--- src/rtl/uart_transmitter_pkg.sv ---
// Shared UART transmitter definitions: FSM state encoding, default frame
// timing, and counter width helper.
package uart_transmitter_pkg;

  typedef enum logic [1:0] {
    ST_IDLE  = 2'd0,
    ST_START = 2'd1,
    ST_DATA  = 2'd2,
    ST_STOP  = 2'd3
  } tx_state_e;

  localparam int DEF_DATA_BITS  = 8;
  localparam int DEF_OVERSAMPLE = 16;
  localparam int DEF_SB_TICKS   = 16;

  // Width able to hold 0..max(a,b)-1; never narrower than one bit.
  function automatic int cnt_width(input int a, input int b);
    int m;
    m = (a > b) ? a : b;
    return (m < 2) ? 1 : $clog2(m);
  endfunction

endpackage

--- src/rtl/uart_transmitter_piso.sv ---
// Parallel-in/serial-out shift register feeding the transmitter line,
// LSB first.
module parallel_input_serial_output_shift_register #(
  parameter int N = 8
) (
  input  logic         clk,
  input  logic         reset_n,
  input  logic         load,
  input  logic         shift,
  input  logic [N-1:0] d,
  output logic         s_out_bit
);

  logic [N-1:0] q;

  always_ff @(posedge clk or negedge reset_n) begin
    if (!reset_n) begin
      q <= '0;
    end else if (load) begin
      q <= d;
    end else if (shift) begin
      q <= q >> 1;
    end
  end

  assign s_out_bit = q[0];

endmodule

--- src/rtl/uart_transmitter.sv ---
// UART transmitter: start bit, N data bits LSB first, stop period, paced by
// an oversampling tick. The line output is registered from the FSM state.
module uart_transmitter
  import uart_transmitter_pkg::*;
#(
  parameter int N          = DEF_DATA_BITS,
  parameter int OVERSAMPLE = DEF_OVERSAMPLE,
  parameter int SB_TICKS   = DEF_SB_TICKS
) (
  input  logic         clk,
  input  logic         reset_n,
  input  logic         shift_register_tick,
  input  logic         start,
  input  logic [N-1:0] data,
  output logic         s_out,
  output logic         busy,
  output logic         finish,
  output logic [1:0]   state_reg
);

  localparam int TW = cnt_width(OVERSAMPLE, SB_TICKS);
  localparam int BW = $clog2(N) + 1;

  localparam logic [TW-1:0] OVS_LAST  = TW'(OVERSAMPLE - 1);
  localparam logic [TW-1:0] STOP_LAST = TW'(SB_TICKS - 1);
  localparam logic [BW-1:0] BIT_LAST  = BW'(N - 1);

  // Handshake: start is a request sampled only while the FSM is idle
  // (busy low means ready); data is captured on the accepting edge only.
  tx_state_e     state;
  logic [TW-1:0] tick_cnt;
  logic [BW-1:0] bit_cnt;
  logic          sr_bit;
  logic          load;
  logic          shift;
  logic          line_nxt;

  assign load  = (state == ST_IDLE) && start;
  assign shift = (state == ST_DATA) && shift_register_tick && (tick_cnt == OVS_LAST);

  parallel_input_serial_output_shift_register #(.N(N)) u_piso (
    .clk       (clk),
    .reset_n   (reset_n),
    .load      (load),
    .shift     (shift),
    .d         (data),
    .s_out_bit (sr_bit)
  );

  always_comb begin
    line_nxt = 1'b1;
    case (state)
      ST_START: line_nxt = 1'b0;
      ST_DATA:  line_nxt = sr_bit;
      default:  line_nxt = 1'b1;
    endcase
  end

  always_ff @(posedge clk or negedge reset_n) begin
    if (!reset_n) begin
      state    <= ST_IDLE;
      tick_cnt <= '0;
      bit_cnt  <= '0;
      s_out    <= 1'b1;
      busy     <= 1'b0;
      finish   <= 1'b0;
    end else begin
      finish <= 1'b0;
      s_out  <= line_nxt;
      case (state)
        ST_IDLE: begin
          if (start) begin
            state    <= ST_START;
            tick_cnt <= '0;
            bit_cnt  <= '0;
            busy     <= 1'b1;
          end
        end
        ST_START: begin
          if (shift_register_tick) begin
            if (tick_cnt == OVS_LAST) begin
              tick_cnt <= '0;
              state    <= ST_DATA;
            end else begin
              tick_cnt <= tick_cnt + 1'b1;
            end
          end
        end
        ST_DATA: begin
          if (shift_register_tick) begin
            if (tick_cnt == OVS_LAST) begin
              tick_cnt <= '0;
              bit_cnt  <= bit_cnt + 1'b1;
              if (bit_cnt == BIT_LAST) state <= ST_STOP;
            end else begin
              tick_cnt <= tick_cnt + 1'b1;
            end
          end
        end
        ST_STOP: begin
          if (shift_register_tick) begin
            if (tick_cnt == STOP_LAST) begin
              tick_cnt <= '0;
              finish   <= 1'b1;
              busy     <= 1'b0;
              state    <= ST_IDLE;
            end else begin
              tick_cnt <= tick_cnt + 1'b1;
            end
          end
        end
        default: state <= ST_IDLE;
      endcase
    end
  end

  assign state_reg = state;

endmodule

--- config.mk ---
export PLATFORM = sky130hd
export DESIGN_NAME = uart_transmitter
export DESIGN_NICKNAME = d
export VERILOG_FILES = /design/src/rtl/uart_transmitter_pkg.sv /design/src/rtl/uart_transmitter_piso.sv /design/src/rtl/uart_transmitter.sv
export SDC_FILE = /design/constraint.sdc
export NUM_CORES = 1
export LEC_CHECK = 0
export CAP_MARGIN = 20
export CORE_UTILIZATION = 30
export CTS_CLUSTER_DIAMETER = 30
export DETAILED_ROUTE_END_ITERATION = 10
export SLEW_MARGIN = 30
export SYNTH_ARGS = -nofsm -noshare
export SYNTH_HDL_FRONTEND = slang
export SYNTH_SLANG_ARGS = --single-unit
--- constraint.sdc ---
create_clock -name clk -period 1.9 [get_ports clk]
set_input_delay 0.19 -clock clk [delete_from_list [all_inputs] [get_ports clk]]
set_output_delay 0.19 -clock clk [all_outputs]
set_load 0.03 [all_outputs]
# After elaboration in Yosys (flattened, before gate mapping)
# Cells that the tools add are included.
[op_classes]
add_sub_neg = 2
n_eq_ne = 14
mux = 26
n_reduce_logical = 12
[ops]
columns = ["cell", "count"]
rows = [
  ["2-to-1 mux 4 bit", 5],
  ["2-to-1 mux 2 bit", 8],
  ["2-to-1 mux 8 bit", 2],
  ["one-hot mux 4 bit (2 select lines)", 2],
  ["!= test 2 bit (second input constant)", 6],
  ["adder 4 x 1 -> 4 bit (second input constant)", 2],
  ["one-hot mux 2 bit (4 select lines)", 1],
  ["AND reduction 4 bit", 2],
  ["AND reduction 8 bit", 1],
  ["2-to-1 mux 1 bit", 6],
  ["!= test 2 x 1 -> 1 bit (second input constant)", 3],
  ["nonzero test 2 bit", 3],
  ["== test 2 bit (second input constant)", 2],
  ["== test 4 x 3 -> 1 bit (second input constant)", 1],
  ["== test 4 bit (second input constant)", 1],
  ["one-hot mux 1 bit (2 select lines)", 2],
  ["logical AND 1 bit", 3],
  ["OR reduction 3 bit", 1],
  ["== test 2 x 1 -> 1 bit (second input constant)", 1],
  ["zero test 2 bit", 1],
  ["AND reduction 2 bit", 1],
]
[word_totals]
reg_bits = 21
wordCells = 61

# Longest topological paths before layout
# Gate-level depths: netlist (run 1).
[logic_depth]
word_depth = 5
depth_mapped = 6

# By module
# From an unflattened synthesis (run 1), not the netlist that was laid out.
[hier_totals]
cells_unflattened = 120
hier_area_um2 = 1196.1
[by_module_without_submodules]
columns = ["module", "instances", "cells_per_inst", "area_each_um2", "seq_area_each_um2"]
rows = [
  ["uart_transmitter", 1, 86, 827.0, 326.6],
  ["parallel_input_serial_output_shift_register", 1, 34, 369.1, 200.2],
]

# Least setup slack after synthesis (run 1)
# OpenSTA, ideal clock, no wires.
[synth_path]
path_type = "register -> register"
startpoint = "register state[0], in the netlist state_reg[0]"
endpoint = "register bit_cnt[3]"
setup_time_ns = 0.069
t_arrival_ns = 1.973
slack_ns = -0.142
path_stages_with_launch = 7
n_path_buf = 0
period_less_slack_ns = 2.042
path_cell_list = "dfrtp_1 -> inv_1 -> ha_1 -> or2b_1 -> a22o_1 -> or4_1 -> nand3_1"
[synth_between]
elab_chain_len = 3
elab_cells_between_ends = 8
classes_between = "4 x eq/ne; 1 x mux; 3 x reduce/logical"
[synth_lines]
columns = ["item", "line", "text"]
rows = [
  ["start: declaration", "uart_transmitter.sv:30", "tx_state_e state;"],
  ["start signal: assignment", "uart_transmitter.sv:61", "state <= ST_IDLE;"],
  ["start signal: assignment", "uart_transmitter.sv:73", "state <= ST_START;"],
  ["start signal: assignment", "uart_transmitter.sv:83", "state <= ST_DATA;"],
  ["== test 2 bit / zero test 2 bit (equally long branches)", "uart_transmitter.sv:70", "case (state)"],
  ["!= test 2 x 1 -> 1 bit (no source line), or another cell as far along", "--", ""],
  ["AND reduction 4 bit (no source line)", "--", ""],
  ["end signal: assignment", "uart_transmitter.sv:93", "bit_cnt <= bit_cnt + 1'b1;"],
  ["end: declaration", "uart_transmitter.sv:32", "logic [BW-1:0] bit_cnt;"],
]
# Parallel ways exist; a longest one is shown, timed or not.
# A chain may end at the register's enable or synchronous reset.

# Worst setup path in the final report (run 1)
# Ends and elaborated chain as after synthesis.

==> reports/results.ini, run 1 <==
[run]
drv_cap=0

[clock_network]
root_buffer=clkbuf_8
cts_buffer_depth=2
clkLatencyLatePin_ps=260
cts_sinks=21
cts-htree-levels=1
numCtsBuffers=3
cts_tree=done
clk_pin_slew_ps=70

[critical_path]
critical_path.top_delay_family=simple AND/OR/NAND/NOR gates
ff2ff_path_depth=6
worstSetupPathType=register to register
r2r-start=state_reg[0]
worstPathBufferInverterCount=1
crit_slowest_cell=or4_1
crit_fanout=7
path_depth=6
slowest_delay_ps=470
crit_required_ps=2090
cp-start-kind=register
startpoint=state_reg[0]
arrival_ps=2030
r2r_slack_ps=60
worstSetupEndpoint=bit_cnt[3]
crit_chain=inv_2, ha_2, or2b_1, a22o_4, or4_1, nand3_1
critPathCaptureType=register
rr_endpoint=bit_cnt[3]

[sta]
drv_slew=0
tightest_slew_ps=449
fmax_mhz=544
finalHoldViolations=0
fin_crit_ps=1840
timing.final.ws_setup_ps=61.8
period_share=0.967
relSlewSlack=0.700
finalClockSkew_ps=1.74
rsz0062_at_grt=yes
finalSetupViolations=0

[power_and_ir_drop]
p_total_mw=1.98
p_int_mw=1.20
power_frac_comb=0.466
p_per_area_nw_per_um2=1390
pwr-share-seq=0.388
pwr-share-clk=0.146
leakage_nw=0.598
p_sw_mw=0.778
ir_drop_mv=0.486
switching_share=0.393

[floorplan]
ios=17
dieArea_sq_um=3980
core_sq_um=3440
die_h_um=63.1
die_w_um=63.1
start_util=0.325
num_rows=21

[cells_and_area]
fill_cells=319
regArea_sq_um=529
fin_cells=183
fin_nets=159
largest-register=u_piso.q
diodes=0
multi_input_area_sq_um=587
areaGrowthSynthToFinish_pct=27.5
largest_reg_flops=8
drive_above_1_share=0.146
biggestRegsByFlops=u_piso.q: 8 flops, bit_cnt: 4 flops, tick_cnt: 4 flops

[placement]
place_inst=179
place_ws_ps=35.4
portBuffers=16
gp_congestion=0.760
dp_hpwl_um=1780

[detailed_routing]
via_count=904
drt_iter0_drc=17
wire_per_inst_um=13.1
ant_nets=0
routed_via_density=4.94
drtPass1Iterations=4
drc=0
routed_wl_um=2400

[grt]
antenna_found_initial=0
grt_usage=0.130
overflow=0
grt_pass1_vias=877
grt_max_degree=16
grt_pass1_wl_um=4030

[yosys]
ys_types=29
synth_area_sq_um=1120
yosysWarningCount=0
synthCells=114
syn_area_per_cell_sq_um=9.82
synth-seq-cells=21
synthesis.nets=135
ys_seq_area_frac=0.470

[min_path]
worstHoldPathType=input port to asynchronous set/reset pin

[outcome]
status=complete, no violations

[how the worst min path moves through the flow]
stage / end / slack [ps] / cells after the start
2_1_floorplan: bit_cnt[0] / -110 / 0
3_3_place_gp: s_out / 490 / 2
3_5_place_dp: s_out / 490 / 2
4_1_cts: state_reg[0] / 270 / 1
5_1_grt: state_reg[0] / 270 / 1
6_report: state_reg[0] / 240 / 1
[kinds of logic after synthesis]
family / Yosys count / synth area share
AOI/OAI and AO/OA: 32 / 0.165
buffers and inverters: 5 / 0.0179
and+or+nand+nor: 39 / 0.173
adders and majority gates: 9 / 0.101
muxes: 8 / 0.0726
DFF: 21 / 0.470
[cell usage after synthesis, drive strengths merged]
library cell	number	area [sq um]
dfrtp	20	500
o21ai	15	75.1
nand2	12	45.0
a21oi	9	45.0
ha	9	113
nor2	9	33.8
mux2i	7	70.1
nand3	7	35.0
and3	3	20.0
inv	3	11.3
a211oi	2	15.0
nand2b	2	12.5
a21o	1	7.51
a22o	1	8.76
a22oi	1	7.51
buf	1	5.00
clkbuf	1	3.75
dfstp	1	26.3
mux2	1	11.3
nand4	1	12.5
nor2b	1	6.26
nor3b	1	7.51
o21ba	1	10.0
o21bai	1	7.51
o41ai	1	8.76
or2	1	6.26
or2b	1	7.51
or4	1	7.51
[what timing repair did]
action / in CTS / in global routing
gates resized for setup: 0 / 4
setup endpoints to repair: 0 / 3
hold buffers: 0 / 0
buffers inserted: 0 / 0
[through the flow]
step / utilization / hold slack [ps] / TNS [ps] / area (sq um)
6_report: 0.415 / 243 / 0 / 1430
5_1_grt: 0.415 / 269 / -10.5 / 1430
4_1_cts: 0.411 / 269 / 0 / 1410
3_5_place_dp: 0.398 / 487 / 0 / 1370
3_3_place_gp: 0.398 / 490 / 0 / 1370
2_1_floorplan: - / -106 / 0 / 1120
[routing by layer]
layer / part of all wire / global-route usage / up-vias
li1: - / - / 452
met1: 0.46 / 0.162 / 425
met2: 0.48 / 0.211 / 22
met3: 0.032 / 0.0308 / 5
met4: 0.021 / 0.0610 / 0
met5: 0 / 0 / -
[power by group through the flow]
| stage | sequential [mW] | combinational [mW] | clock [mW] |
|---|---|---|---|
| after floorplan | 0.822 | 0.538 | 0 |
| after global placement | 0.758 | 0.871 | 0 |
| after detailed placement | 0.772 | 0.901 | 0 |
| after CTS | 0.765 | 0.904 | 0.295 |
| after global routing | 0.792 | 1.04 | 0.321 |
| final | 0.769 | 0.923 | 0.288 |
[final cells by class]
class,count,share of cell area
multi-input cells,88,0.411
inverters,3,0.00789
flip-flops and latches,21,0.371
well taps,46,0.0403
repair buffers,21,0.138
clock buffers,4,0.0316
[cells in the final DEF (no fill, tap or decap), types with 3 or more instances in the layout]
| master | instances |
|---|---|
| nand3_1 | 7 |
| clkbuf_8 | 3 |
| a21oi_1 | 9 |
| nand2_1 | 12 |
| dfrtp_1 | 18 |
| mux2i_1 | 7 |
| clkdlybuf4s50_1 | 16 |
| buf_4 | 5 |
| ha_1 | 7 |
| nor2_1 | 9 |
| o21ai_0 | 14 |
No activity file was read; power rests on OpenSTA's default activity.
==> run 2: changes to the inputs <==
--- a/config.mk
+++ b/config.mk
@@ -14,2 +14,3 @@
 export SYNTH_HDL_FRONTEND = slang
 export SYNTH_SLANG_ARGS = --single-unit
+export TNS_END_PERCENT = 10
==> constraint.sdc (replaced) <==
create_clock -name clk -period 1.9 [get_ports clk]
set_input_delay 0.57 -clock clk [delete_from_list [all_inputs] [get_ports clk]]
set_output_delay 0.57 -clock clk [all_outputs]
set_load 0.03 [all_outputs]
==> run 2 against run 1 <==
Net effect: final cell count up 2.7%; first-iteration DRC count down 18%; critical path depth unchanged; fmax up 0.79%; sequential power up 0.8%; total power up 2.1%; highest routed layer unchanged; core utilization up 1.3 points; clock power about the same; critical endpoint unchanged.
==> reports/results.ini, run 2 (synthesis results as in run 1) <==
[outcome]
status=complete, no violations

[sta]
tightest_slew_ps=384
finalHoldViolations=0
fmax_mhz=548
relSlewSlack=0.744
rsz0062_at_grt=yes
finalSetupViolations=0
drv_slew=0
fin_crit_ps=1820
period_share=0.960
timing.final.ws_setup_ps=76.2
holdWs_ps=515
finalClockSkew_ps=4.93

[grt]
overflow=0
antenna_found_initial=0
grt_pass1_vias=896
grt_max_degree=22
top_usage_layer=met2
grt_usage=0.132
met1_usage=0.170
grt_pass1_wl_um=4030
grt_util_met3=0.0217
grt_use_met2=0.204

[clock_network]
cts_buffer_depth=2
cts-htree-levels=1
numCtsBuffers=3
cts_sinks=21
clkLatencyLatePin_ps=260
root_buffer=clkbuf_8
cts.hold.buffers_added=0
cts_tree=done
clk_pin_slew_ps=80

[detailed_routing]
ant_nets=0
wire_per_inst_um=12.5
drt_iter0_drc=14
drtPass1Iterations=4
routed_wl_um=2350
via_count=910
routed_via_density=4.84
drc=0

[floorplan]
num_rows=21
die_h_um=63.1
die_w_um=63.1
core_sq_um=3440
dieArea_sq_um=3980
ios=17
start_util=0.325

[power_and_ir_drop]
pwr-share-clk=0.141
p_sw_mw=0.797
p_int_mw=1.22
leakage_nw=0.644
ir_drop_mv=0.447
switching_share=0.394
p_per_area_nw_per_um2=1370
power_frac_comb=0.475
p_total_mw=2.02
pwr-share-seq=0.383

[critical_path]
critPathCaptureType=register
worstSetupPathType=register to register
crit_required_ps=2100
cp-start-kind=register
arrival_ps=2020
crit_fanout=5

[cells_and_area]
layout_common_cells=dfrtp_1 (18), o21ai_0 (15), nand2_1 (12), clkdlybuf4s50_1 (11)
drive_above_1_share=0.176
fin_nets=164
diodes=0
fin_cells=188
biggestRegsByFlops=u_piso.q: 8 flops, bit_cnt: 4 flops, tick_cnt: 4 flops
areaGrowthSynthToFinish_pct=31.6
largest-register=u_piso.q
largest_reg_flops=8
layout_commonest_cell=dfrtp_1

[placement]
dp_hpwl_um=1700
place_ws_ps=-244
place_inst=182
gp_congestion=0.781
portBuffers=16

[min_path]
worstHoldPathType=register to register

[run]
drv_cap=0

[run 2: changes by cell type in the layout (fill, tap and decap cells not counted), moves of 2 or more]
| cell | change |
|---|---|
| dlymetal6s2s_1 | +2 |
| buf_4 | +4 |
| dlygate4sd2_1 | +3 |
| clkdlybuf4s50_1 | -5 |
[run 2: cell type report]
type	instances	area (sq um)
multi-input cells	88	581
inverters	3	11.3
well taps	46	57.6
flip-flops and latches	21	529
clock inverters	1	5.00
clock buffers	3	41.3
fillers	349	1970
repair buffers	26	249
[run 2: worst paths after layout]
kind	end	startpoint	cells past startpoint	slack, ps
worst max-delay path	bit_cnt[3]	state_reg[0]	6	80
worst min-delay path	s_out	u_piso.q[0]	2	510
worst max register to register	bit_cnt[3]	state_reg[0]	6	80
worst min register to register	s_out	u_piso.q[0]	2	510
max in group asynchronous	s_out	reset_n	2	980
min in group asynchronous	state_reg[0]	reset_n	2	650
[run 2: metal layers]
layer / up-vias / wire, um
met5: - / 0
met3: 2 / 66
met2: 15 / 1090
met4: 0 / 42
met1: 432 / 1150
li1: 461 / -
[run 2: per-stage QoR]
step	instance area, sq um	utilization	setup TNS, ps
floorplan	1120	-	0
global placement	1400	0.408	-1030
detailed placement	1400	0.408	-1400
CTS	1450	0.420	0
global route	1470	0.428	-23.2
finish	1470	0.428	0
[run 2: power by group through the flow]
stage	clock [mW]	combinational (mW)	sequential [mW]
final	0.285	0.961	0.775
after floorplan	0	0.538	0.822
after global routing	0.317	1.08	0.803
after global placement	0	0.895	0.771
after detailed placement	0	0.924	0.783
after CTS	0.298	0.907	0.775
[run 2: repair_timing]
action / CTS / global route
resized for setup: 3 / 4
setup endpoints to repair: 3 / 4
cloned: 0 / 0
pin swaps: 0 / 1
buffers inserted: 0 / 2
[run 2: worst max-delay path: stages (launching register included)]
cell	delay, ps
dfrtp_2	420
inv_2	100
ha_1	220
or2b_1	240
a22o_1	230
or4_1	470
nand3_1	90
==> run 3: changes to the inputs <==
CELL_PAD_IN_SITES_DETAIL_PLACEMENT = 0   (was not set)
CELL_PAD_IN_SITES_GLOBAL_PLACEMENT = 1   (was not set)
CORE_UTILIZATION = 36   (was 30)
PLACE_DENSITY_LB_ADDON = 0.1   (was not set)
==> run 3 against run 2 <==
Net effect: the flow now finishes with violations (design-rule violations); via count fell by 3.2%; clock-buffer cell count unchanged; fmax is 0.43% higher; clock power shrank 22%; critical path depth unchanged; global-route usage rose by 2.2 points; clock skew up 3.6 ps; combinational power fell by 6.1%; hold slack better by 11 ps; die area shrank 16%; critical path type unchanged.
==> reports/results.ini, run 3 (synthesis results as in run 1) <==
[clock_network]
cts_tree=done
clkLatencyLatePin_ps=310
cts-htree-levels=1
post_cts_buffers=0
cts.hold.buffers_added=0
root_buffer=clkbuf_4
numCtsBuffers=3
clk_pin_slew_ps=130
cts_buffer_depth=2
cts_sinks=21

[grt]
antenna_found_initial=0
overflow=0
grt_pass1_wl_um=3960
grt_usage=0.154
grt_util_met3=0.0290
grt_pass1_vias=868
grt_max_degree=22
top_usage_layer=met1
grt_use_met2=0.221
met1_usage=0.228

[floorplan]
die_w_um=57.8
core_sq_um=2850
ios=17
start_util=0.393
die_h_um=57.8
num_rows=19
dieArea_sq_um=3340

[sta]
relSlewSlack=0.734
finalSetupViolations=0
finalClockSkew_ps=8.49
tightest_slew_ps=398
period_share=0.956
timing.final.ws_setup_ps=84.1
drv_slew=0
fmax_mhz=551
fin_crit_ps=1820
rsz0062_at_grt=no
finalHoldViolations=0

[placement]
place_inst=167
place_ws_ps=-306
dp_hpwl_um=1640
portBuffers=16
gp_congestion=0.747

[critical_path]
startpoint=state_reg[0]
worstSetupEndpoint=bit_cnt[3]
r2r-start=state_reg[0]
rr_endpoint=bit_cnt[3]
slowest_delay_ps=470
critPathCaptureType=register
cp-start-kind=register
r2r_slack_ps=80
ff2ff_path_depth=6
worstPathBufferInverterCount=1
crit_slowest_cell=or4_1
crit_fanout=5
arrival_ps=2070
path_depth=6
critical_path.top_delay_family=simple AND/OR/NAND/NOR gates
crit_required_ps=2160
worstSetupPathType=register to register
crit_chain=inv_2, ha_2, or2b_1, a22o_1, or4_1, nand3_1

[power_and_ir_drop]
power_frac_comb=0.476
pwr-share-clk=0.117
p_per_area_nw_per_um2=1340
pwr-share-seq=0.407
ir_drop_mv=0.956
p_sw_mw=0.768
p_int_mw=1.13
switching_share=0.406
leakage_nw=0.641

[cells_and_area]
drive_above_1_share=0.164
fin_nets=162
multi_input_area_sq_um=578
diodes=0
biggestRegsByFlops=u_piso.q: 8 flops, bit_cnt: 4 flops, tick_cnt: 4 flops
largest-register=u_piso.q
fill_cells=283
largest_reg_flops=8
fin_cells=171
layout_common_cells=dfrtp_1 (18), o21ai_0 (15), nand2_1 (12), clkdlybuf4s50_1 (10)
areaGrowthSynthToFinish_pct=26.6
regArea_sq_um=529
layout_commonest_cell=dfrtp_1

[detailed_routing]
ant_nets=0
drtPass1Iterations=7
drt_iter0_drc=32
routed_wl_um=2200
wire_per_inst_um=12.9
via_count=881
drc=1
routed_via_density=5.15

[outcome]
status=finished with violations
violations=design-rule violations

[run]
drv_cap=0

[min_path]
worstHoldPathType=register to register

run 3: changes by cell type in the layout (fill, tap and decap cells not counted), sizes merged:
cell           delta
buf               -2
dlygate4sd2       +1
clkdlybuf4s50     -1
run 3: how the worst min path moves through the flow:
stage / cells past startpoint / endpoint / slack, ps / start
2_1_floorplan: 0 / bit_cnt[0] / 270 / reset_n
3_3_place_gp: 2 / s_out / 480 / u_piso.q[0]
3_5_place_dp: 2 / bit_cnt[1] / 500 / bit_cnt[1]
4_1_cts: 2 / bit_cnt[1] / 530 / bit_cnt[1]
5_1_grt: 2 / u_piso.q[7] / 570 / u_piso.q[7]
6_report: 2 / s_out / 530 / u_piso.q[0]
run 3: cell type report:
class,count,area share
timing repair buffer,24,0.164
multi-input combinational,88,0.408
sequential,21,0.373
tap,31,0.0274
clock buffer,3,0.0159
inverter,3,0.00794
clock inverter,1,0.00353
run 3: metal layers:
layer	vias to the layer above	part of all wire	routed length, um
met5	-	0	0
met4	0	0.016	36
met3	5	0.050	110
met2	21	0.41	905
met1	399	0.52	1150
li1	456	-	-
run 3: worst min-delay path: cells and delay by family (launching register included):
family	cells	cell delay, ps
flops	1	380
simple gates	1	50
compound gates	1	60
run 3: what timing repair did:
action,CTS,global route
pin swaps,0,0
gates resized for setup,4,4
cloned,0,0
setup endpoints to repair,4,4
run 3: power by group through the flow:
stage                     Sequential, mW  Combinational [mW]  Clock [mW]
after floorplan                    0.822               0.538           0
after global placement             0.777               0.916           0
after detailed placement           0.783               0.924           0
after CTS                          0.773               0.907       0.231
after global routing               0.797                1.03       0.254
final                              0.770               0.902       0.222
run 3: through the flow:
stage	utilization	total power, mW	instance area, sq um	hold slack [ps]	TNS (ps)
after global placement	0.486	1.69	1390	483	-1230
after global routing	0.497	2.09	1420	566	0
after CTS	0.493	1.91	1410	532	0
final	0.497	1.89	1420	525	0
after floorplan	-	1.36	1120	274	0
after detailed placement	0.486	1.71	1390	504	-1440
